$ cat config.mk
export PLATFORM = sky130hd
export DESIGN_NAME = reg_load_arbiter
export DESIGN_NICKNAME = d
export VERILOG_FILES = /design/src/rtl/reg_load_arbiter.sv
export SDC_FILE = /design/constraint.sdc
export NUM_CORES = 1
export LEC_CHECK = 0
export CORE_MARGIN = 4
export CORE_UTILIZATION = 35
export CTS_BUF_LIST = sky130_fd_sc_hd__clkbuf_8
export CTS_CLUSTER_SIZE = 16
export DETAILED_ROUTE_END_ITERATION = 10
export GPL_TIMING_DRIVEN = 0
export SLEW_MARGIN = 20
export SYNTH_ARGS = -nofsm -noshare
export SYNTH_HDL_FRONTEND = slang
export SYNTH_SLANG_ARGS = --single-unit
export TNS_END_PERCENT = 5
$ cat constraint.sdc
create_clock -name clk -period 3.8 [get_ports clk]
set_clock_uncertainty 0.05 [all_clocks]
set_input_delay 0.57 -clock clk [delete_from_list [all_inputs] [get_ports clk]]
set_output_delay 0.57 -clock clk [all_outputs]
set_load 0.1 [all_outputs]
$ cat src/rtl/reg_load_arbiter.sv
// Round-robin load/clear sequencer for one shared register: req at edge N drives gnt/reg_en in cycle N..N+1.
// Requesters hold req until granted; a clear arriving while busy is remembered and served first at the next IDLE.
module reg_load_arbiter #(
    parameter int NREQ        = 4,
    parameter int WIDTH       = 4,
    parameter int HOLD_CYCLES = 1,
    parameter int ID_W        = $clog2(NREQ)
) (
    input  logic                  clk,
    input  logic                  reset,
    input  logic [NREQ-1:0]       req,
    input  logic [NREQ*WIDTH-1:0] req_data,
    input  logic                  clr_req,
    output logic [NREQ-1:0]       gnt,
    output logic [WIDTH-1:0]      reg_d,
    output logic                  reg_en,
    output logic                  reg_clr,
    output logic                  busy,
    output logic [ID_W-1:0]       last_id
);

    typedef enum logic [1:0] {IDLE, LOAD, CLEAR, GAP} state_t;

    localparam logic [3:0] HOLD = 4'(HOLD_CYCLES);

    state_t          state;
    logic [ID_W-1:0] rr_ptr;
    logic            clr_pend;
    logic [3:0]      gap_cnt;

    logic            win_vld;
    logic [ID_W-1:0] win_id;
    logic [ID_W-1:0] win_next;

    // Search starts at rr_ptr and wraps, so the last winner has lowest priority next time.
    always_comb begin
        int idx;
        idx     = 0;
        win_vld = 1'b0;
        win_id  = '0;
        for (int k = 0; k < NREQ; k++) begin
            idx = int'(rr_ptr) + k;
            if (idx >= NREQ) begin
                idx = idx - NREQ;
            end
            if (!win_vld && req[idx]) begin
                win_vld = 1'b1;
                win_id  = ID_W'(idx);
            end
        end
    end

    assign win_next = (win_id == ID_W'(NREQ - 1)) ? '0 : win_id + ID_W'(1);

    always_ff @(posedge clk) begin
        if (reset) begin
            state    <= IDLE;
            rr_ptr   <= '0;
            clr_pend <= 1'b0;
            gap_cnt  <= '0;
            gnt      <= '0;
            reg_d    <= '0;
            reg_en   <= 1'b0;
            reg_clr  <= 1'b0;
            busy     <= 1'b0;
            last_id  <= '0;
        end else begin
            if (clr_req && state != IDLE) begin
                clr_pend <= 1'b1;
            end
            case (state)
                IDLE: begin
                    if (clr_req || clr_pend) begin
                        state    <= CLEAR;
                        clr_pend <= 1'b0;
                        reg_clr  <= 1'b1;
                        busy     <= 1'b1;
                    end else if (win_vld) begin
                        state   <= LOAD;
                        gnt     <= NREQ'(1) << win_id;
                        reg_en  <= 1'b1;
                        reg_d   <= req_data[win_id*WIDTH +: WIDTH];
                        last_id <= win_id;
                        rr_ptr  <= win_next;
                        busy    <= 1'b1;
                    end
                end
                LOAD, CLEAR: begin
                    gnt     <= '0;
                    reg_en  <= 1'b0;
                    reg_clr <= 1'b0;
                    if (HOLD != 4'd0) begin
                        state   <= GAP;
                        gap_cnt <= HOLD;
                        busy    <= 1'b1;
                    end else begin
                        state <= IDLE;
                        busy  <= 1'b0;
                    end
                end
                GAP: begin
                    if (gap_cnt <= 4'd1) begin
                        state   <= IDLE;
                        gap_cnt <= '0;
                        busy    <= 1'b0;
                    end else begin
                        gap_cnt <= gap_cnt - 4'd1;
                    end
                end
                default: begin
                    state   <= IDLE;
                    gnt     <= '0;
                    reg_en  <= 1'b0;
                    reg_clr <= 1'b0;
                    busy    <= 1'b0;
                end
            endcase
        end
    end

endmodule
==> key figures, run 1 <==
Cells and area
  – Area growth from synthesis to layout: 36.71%
  – Commonest non-fill, non-tap cell in the layout: clkdlybuf4s50_1
  – Share of layout cells above drive strength 1: 10.73%
  – Antenna Diode Count: 0
  – Most frequent cells in the layout: clkdlybuf4s50_1, dfxtp_1, nor2_1
  – Final core occ: 49.74%
  – Nets@finish: 207

Run
  – Max-cap violations: 0

Yosys
  – Post-synthesis sequential area ratio: 35.99%
  – Area leader, netlist: dfxtp_1
  – Synth warn: 0
  – Syn_area_per_cell: 8.803 sq um
  – Syn nets: 167
  – Synth Register Bits: 22
  – Top cells by area, synth: dfxtp_1, a211oi_1, ha_1, a21oi_1, nor2_1
  – Yosys cell types: 41
  – Mapped Area: 1224 sq um
  – Post-Syn Instances: 139
  – Synth top area share: 35.99%

Worst setup path
  – Crit-path leading delay family: simple AND/OR/NAND/NOR gates
  – Crit-path max cell delay: 690 ps
  – Critical path buffers and inverters: 1
  – CP startpoint: req[2]
  – Worst-path cell with the longest stage delay: nor4_1
  – CP most frequent cell: a211oi_1
  – Crit end category: flip-flop
  – Crit path cell chain: clkdlybuf4s50_1, nor4_1, nor2_2, o21ai_2, a211oi_1, a211oi_1
  – CP max FO: 9
  – Critical path class: in2reg
  – Origin of the critical flop-to-flop path: state[1]
  – Worst EP arrival: 2500 ps
  – CP required: 3920 ps
  – Crit path launch type: primary input

Global routing
  – First-pass GRT wire length: 4802 microns
  – Initial antenna violation count: 0
  – Grt ovf: 0
  – Largest net degree at the start of global routing: 12
  – Vias in the first global route: 1,081
  – Gr usage total: 13.72%

Timing
  – Final period util: 62.69%
  – RSZ-0062 raised after global routing: no
  – Max Slew Vio Count: 0
  – Final hold violation count: 0
  – Setup TNS: 0 ps
  – Fin crit period: 2382 ps
  – Fmax: 0.4198 GHz
  – Worst slew pin tran: 978.0 ps
  – Final setup fails: 0
  – Slew HR: 34.59%
  – Worst Setup Slack, final: 1418 ps

Pwr
  – LEAKAGE: 0.0006288 uW
  – Clock share of power: 10.9%
  – PwrDens: 750.0 nW/um^2
  – Part of the power in registers: 26.8%
  – Comb pwr share: 62.2%
  – Pint: 607.9 uW
  – Switching share of power: 51.54%
  – Max rail drop VDD: 0.4677 mV
  – Net Sw Power: 646.6 uW

Drt
  – DR iter-0 viols: 58
  – DRC: 0
  – First drt pass iteration count: 4
  – Final WL: 2922 microns
  – DR WL/cell: 13.10 microns
  – DRT antenna net count: 0
  – Vias: 1,141
  – Vias per inst: 5.117

Clock network
  – CTS sink count: 22
  – Post-CTS Setup Inserts: 0
  – Worst skew pair latency: 250 ps
  – CTS tree: yes
  – CTS root buffer: clkbuf_8
  – CTS H-tree lvls: 1
  – Clock tree buffer depth: 2
  – Hold Buf Count CTS: 0
  – Post-CTS Resized: 0
  – CTS Buf Count: 3
  – Clk slew on worst S/H paths: 70 ps

Floorplanning
  – Top-level port count: 36
  – Die width: 67.13 microns
  – Rows: 21
  – Core area: 3363 sq um
  – Starting Density: 36.38%
  – Die area: 4506 sq um
  – Die Height: 67.13 microns

Placed design
  – Post-place setup slack: 1168 ps
  – Dpl hpwl: 2311 microns
  – Routability Congestion: 0.7818
  – # port buffers: 35

Outcome
  – Run status: completed

Hold path
  – Hold wc startpoint: gnt[0]
  – Worst Hold Class: reg2reg
power groups by stage:
stage | Sequential, uW | Combinational, uW | Clock, uW
floorplan | 592 | 348 | 0
global placement | 338 | 773 | 0
detailed placement | 341 | 779 | 0
CTS | 336 | 781 | 145
global route | 344 | 839 | 154
finish | 336 | 781 | 137
sequential cells by signal, indices dropped and copies added (netlist names):
name,cells
last_id,2
reg_d,4
reg_clr,1
gap_cnt,4
gnt,4
clr_pend,1
state,2
rr_ptr,2
reg_en,1
busy,1
kinds of logic after synthesis:
kind of cell	Yosys count	synth area share [%]
XOR/XNOR	1	0.7159
flip-flops	22	35.99
buffers and inverters	13	6.339
multiplexers	5	4.090
AND/OR/NAND/NOR	47	20.76
AO/OA/AOI/OAI	46	26.99
adder cells (fa/ha/maj)	5	5.112
final cells by class:
| cell class | instances | area (sq um) |
|---|---|---|
| fillers | 350 | 1690 |
| inverters | 8 | 30.03 |
| repair buffers | 35 | 350.3 |
| well taps | 46 | 57.56 |
| multi-input cells | 104 | 705.7 |
| plain buffers | 5 | 47.55 |
| clock buffers | 3 | 41.29 |
| flip-flops and latches | 22 | 440.4 |
synth_stat cells:
master      n
and2b_2     1
o31ai_1     1
or2_2       1
o21bai_1    4
buf_2       1
nor2b_1     1
o21a_1      5
clkbuf_1    1
or2_1       1
a21boi_1    1
nand2_1     9
or3_1       2
dfxtp_1    22
a211oi_1   12
nand3_1     1
nor2b_4     1
nor4_1      1
a31oi_1     1
a21oi_2     1
o2bb2ai_2   1
clkbuf_8    2
xnor2_1     1
a32oi_1     1
o2111a_1    1
mux2i_1     5
or3b_4      1
nor3_4      1
a21oi_1    12
nor3_1      7
ha_1        5
o21ai_2     1
buf_6       1
nand3_2     1
or4b_2      1
nand4_1     1
nor2_2      1
inv_1       8
a221oi_2    1
nor2_1     16
o2111ai_1   1
o21ai_0     3
through the flow:
stage | total power (uW) | cell area (sq um) | hold WS [ps] | instances
final | 1255 | 1673 | 410.7 | 223
after global routing | 1337 | 1673 | 437.8 | 223
after CTS | 1262 | 1673 | 411.8 | 223
after detailed placement | 1120 | 1632 | 398.2 | 220
after global placement | 1111 | 1632 | 396.1 | 220
after floorplan | 940.0 | 1224 | 395.9 | 139
routing by layer:
| metal | part of all wire [%] | global-route usage (%) | routed length [microns] | vias to the layer above |
|---|---|---|---|---|
| li1 | - | - | - | 580 |
| met4 | 0.27 | 2.278 | 8 | 0 |
| met5 | 0 | 0 | 0 | - |
| met2 | 46 | 21.60 | 1356 | 23 |
| met1 | 50 | 18.93 | 1470 | 536 |
| met3 | 3.0 | 3.827 | 87 | 2 |
worst reg2reg max path: stages (launching register included):
cell and delay (ps):
dfxtp_1 340, inv_1 90, ha_1 270, or3b_4 430, nor2_2 340, o21ai_2 180, or3_1 350, a21oi_1 140
worst paths after layout:
| kind | endpoint | slack [ps] | cells past startpoint |
|---|---|---|---|
| max | reg_d[0] | 1420 | 6 |
| min | gnt[0] | 410 | 2 |
| max reg2reg | gnt[0] | 1550 | 7 |
| min reg2reg | gnt[0] | 410 | 2 |
(Power assumes the default switching activity.)
==> run 2: changes to the inputs <==
==> constraint.sdc (replaced) <==
create_clock -name clk -period 2.4 [get_ports clk]
set_clock_uncertainty 0.05 [all_clocks]
set_input_delay 0.36 -clock clk [delete_from_list [all_inputs] [get_ports clk]]
set_output_delay 0.36 -clock clk [all_outputs]
set_load 0.1 [all_outputs]
==> key figures, run 2 (synthesis gave the netlist of run 1 again) <==
Floorplanning
  – Rows: 21 (unchanged)
  – Starting Density: 36.38% (unchanged)
  – Die area: 4506 sq um (unchanged)
  – Die width: 67.13 microns (unchanged)
  – Core area: 3363 sq um (unchanged)
  – Top-level port count: 36 (unchanged)
  – Die Height: 67.13 microns (unchanged)

Cells and area
  – Share of layout cells above drive strength 1: 11.30% (was 10.73%)
  – Most frequent cells in the layout: clkdlybuf4s50_1, dfxtp_1, nor2_1 (unchanged)
  – Final std cell area, no fill: 1679 sq um (was 1673 sq um)
  – Nets@finish: 207 (unchanged)
  – Biggest regs: gap_cnt (4), gnt (4), reg_d (4) (unchanged)
  – Commonest non-fill, non-tap cell in the layout: clkdlybuf4s50_1 (unchanged)
  – Fillers: 348 (was 350)
  – Multi-input logic area: 711.9 sq um (was 705.7 sq um)
  – Area growth from synthesis to layout: 37.22% (was 36.71%)
  – Antenna Diode Count: 0 (unchanged)
  – FF+latch area: 440.4 sq um (unchanged)

Clock network
  – Clock tree buffer depth: 2 (unchanged)
  – CTS H-tree lvls: 1 (unchanged)
  – CTS Buf Count: 3 (unchanged)
  – Hold Buf Count CTS: 0 (unchanged)
  – Clk slew on worst S/H paths: 70 ps (about the same)
  – CTS tree: yes (unchanged)
  – CTS sink count: 22 (unchanged)
  – Worst skew pair latency: 250 ps (about the same)
  – CTS root buffer: clkbuf_8 (unchanged)

Timing
  – Slew HR: 34.60% (was 34.59%)
  – Worst Setup Slack, final: 152.0 ps (was 1418 ps)
  – Fin Hold WS: 410.6 ps (was 410.7 ps)
  – Fin crit period: 2248 ps
  – Max Slew Vio Count: 0 (unchanged)
  – Final setup fails: 0 (unchanged)
  – Fmax: 0.4448 GHz
  – RSZ-0062 raised after global routing: no (unchanged)
  – Worst slew pin tran: 978.0 ps (about the same)
  – Final period util: 93.67%
  – Final hold violation count: 0 (unchanged)

Placed design
  – # port buffers: 35 (unchanged)
  – Dpl hpwl: 2311 microns (unchanged)
  – Routability Congestion: 0.7818 (unchanged)
  – Placed Area: 1632 sq um (unchanged)
  – Post-place setup slack: -21.77 ps (was 1168 ps)

Drt
  – Vias per inst: 5.099 (was 5.117)
  – First drt pass iteration count: 4 (unchanged)
  – WL met2: 1360 microns (was 1356 microns)
  – Vias: 1,137 (was 1,141)
  – Met3 Wirelength: 100 microns (was 87 microns)
  – DRC: 0 (unchanged)
  – Top Metal Used: met4 (unchanged)
  – DR iter-0 viols: 55 (was 58)
  – DR WL/cell: 13.10 microns (unchanged)
  – Final WL: 2922 microns (unchanged)
  – Met1 WL: 1453 microns (was 1470 microns)
  – DRT antenna net count: 0 (unchanged)

Worst setup path
  – CP startpoint: state[1] (was req[2])
  – Crit path launch type: flip-flop (was primary input)
  – Worst setup path end: gnt[0] (was reg_d[0])
  – Critical path class: reg2reg (was in2reg)
  – Origin of the critical flop-to-flop path: state[1] (unchanged)
  – Crit end category: flip-flop (unchanged)
  – Worst EP arrival: 2390 ps (was 2500 ps)
  – Worst reg2reg setup slack: 150 ps (was 1550 ps)
  – RR Endpoint: gnt[0] (unchanged)
  – FF-to-FF path depth: 7 (unchanged)
  – CP required: 2540 ps (was 3920 ps)
  – CP max FO: 9 (unchanged)

Global routing
  – First-pass GRT wire length: 4802 microns (unchanged)
  – Grt ovf: 0 (unchanged)
  – Vias in the first global route: 1,081 (unchanged)
  – Gr usage total: 13.72% (unchanged)
  – Initial antenna violation count: 0 (unchanged)
  – Largest net degree at the start of global routing: 12 (unchanged)

Pwr
  – Max rail drop VDD: 0.7404 mV (was 0.4677 mV)
  – LEAKAGE: 0.0006293 uW (was 0.0006288 uW)
  – PwrDens: 1183 nW/um^2 (was 750.0 nW/um^2)

Outcome
  – Run status: completed (unchanged)

Hold path
  – Hold path cells: 2 (unchanged)
  – Worst Hold Class: reg2reg (unchanged)

Run
  – Max-cap violations: 0 (unchanged)
[run 2: cell count changes in the layout (fill, tap and decap cells not counted)]
cell / delta
nor4_1: -1
nor4_2: +1
[run 2: cell type report]
| cell class | count | share of cell area (%) |
|---|---|---|
| multi-input cells | 104 | 42.40 |
| flip-flops and latches | 22 | 26.23 |
| repair buffers | 35 | 20.86 |
| well taps | 46 | 3.428 |
| plain buffers | 5 | 2.832 |
| clock buffers | 3 | 2.459 |
| inverters | 8 | 1.788 |
[run 2: report_power, final]
group	internal (uW)	switching [uW]
sequential	465	67.3
combinational	386	850
clock	112	106
[run 2: worst max-delay path, cell delays in order, from the launching register on]
cell     delay (ps)
dfxtp_1         340
inv_1            90
ha_1            270
or3b_4          430
nor2_2          340
o21ai_2         180
or3_1           350
a21oi_1         140
[run 2: how the worst min path moves through the flow]
| stage | from | end | slack (ps) |
|---|---|---|---|
| floorplan | state[1] | state[1] | 400 |
| global placement | gnt[0] | gnt[0] | 400 |
| detailed placement | gnt[0] | gnt[0] | 400 |
| CTS | gnt[0] | gnt[0] | 410 |
| global route | gnt[0] | gnt[0] | 440 |
| finish | gnt[0] | gnt[0] | 410 |
[run 2: per-stage QoR]
stage | cells | TNS [ps] | utilization [%] | power (uW)
after floorplan | 139 | 0 | - | 1488
after global placement | 220 | -169.7 | 48.51 | 1759
after detailed placement | 220 | -75.80 | 48.51 | 1773
after CTS | 223 | 0 | 49.74 | 1999
after global routing | 223 | 0 | 49.93 | 2117
final | 223 | 0 | 49.93 | 1986
[run 2: what timing repair did]
item | CTS | global route
gates resized for setup | 0 | 1
endpoints found under the hold margin | 0 | 0
buffers inserted | 0 | 0
setup endpoints to repair | 0 | 1
[run 2: layer usage]
metal,vias up,track usage [%]
met5,-,0
met4,0,2.278
met3,2,3.827
met2,25,21.60
met1,531,18.93
li1,579,-
==> run 3: changes to the inputs <==
--- a/config.mk
+++ b/config.mk
@@ -5,6 +5,7 @@
 export SDC_FILE = /design/constraint.sdc
 export NUM_CORES = 1
 export LEC_CHECK = 0
+export ABC_AREA = 0
 export CORE_MARGIN = 4
 export CORE_UTILIZATION = 35
 export CTS_BUF_LIST = sky130_fd_sc_hd__clkbuf_8
==> results of run 3 <==
Same layout as run 2: the final DEF is identical, and so are final timing and power.
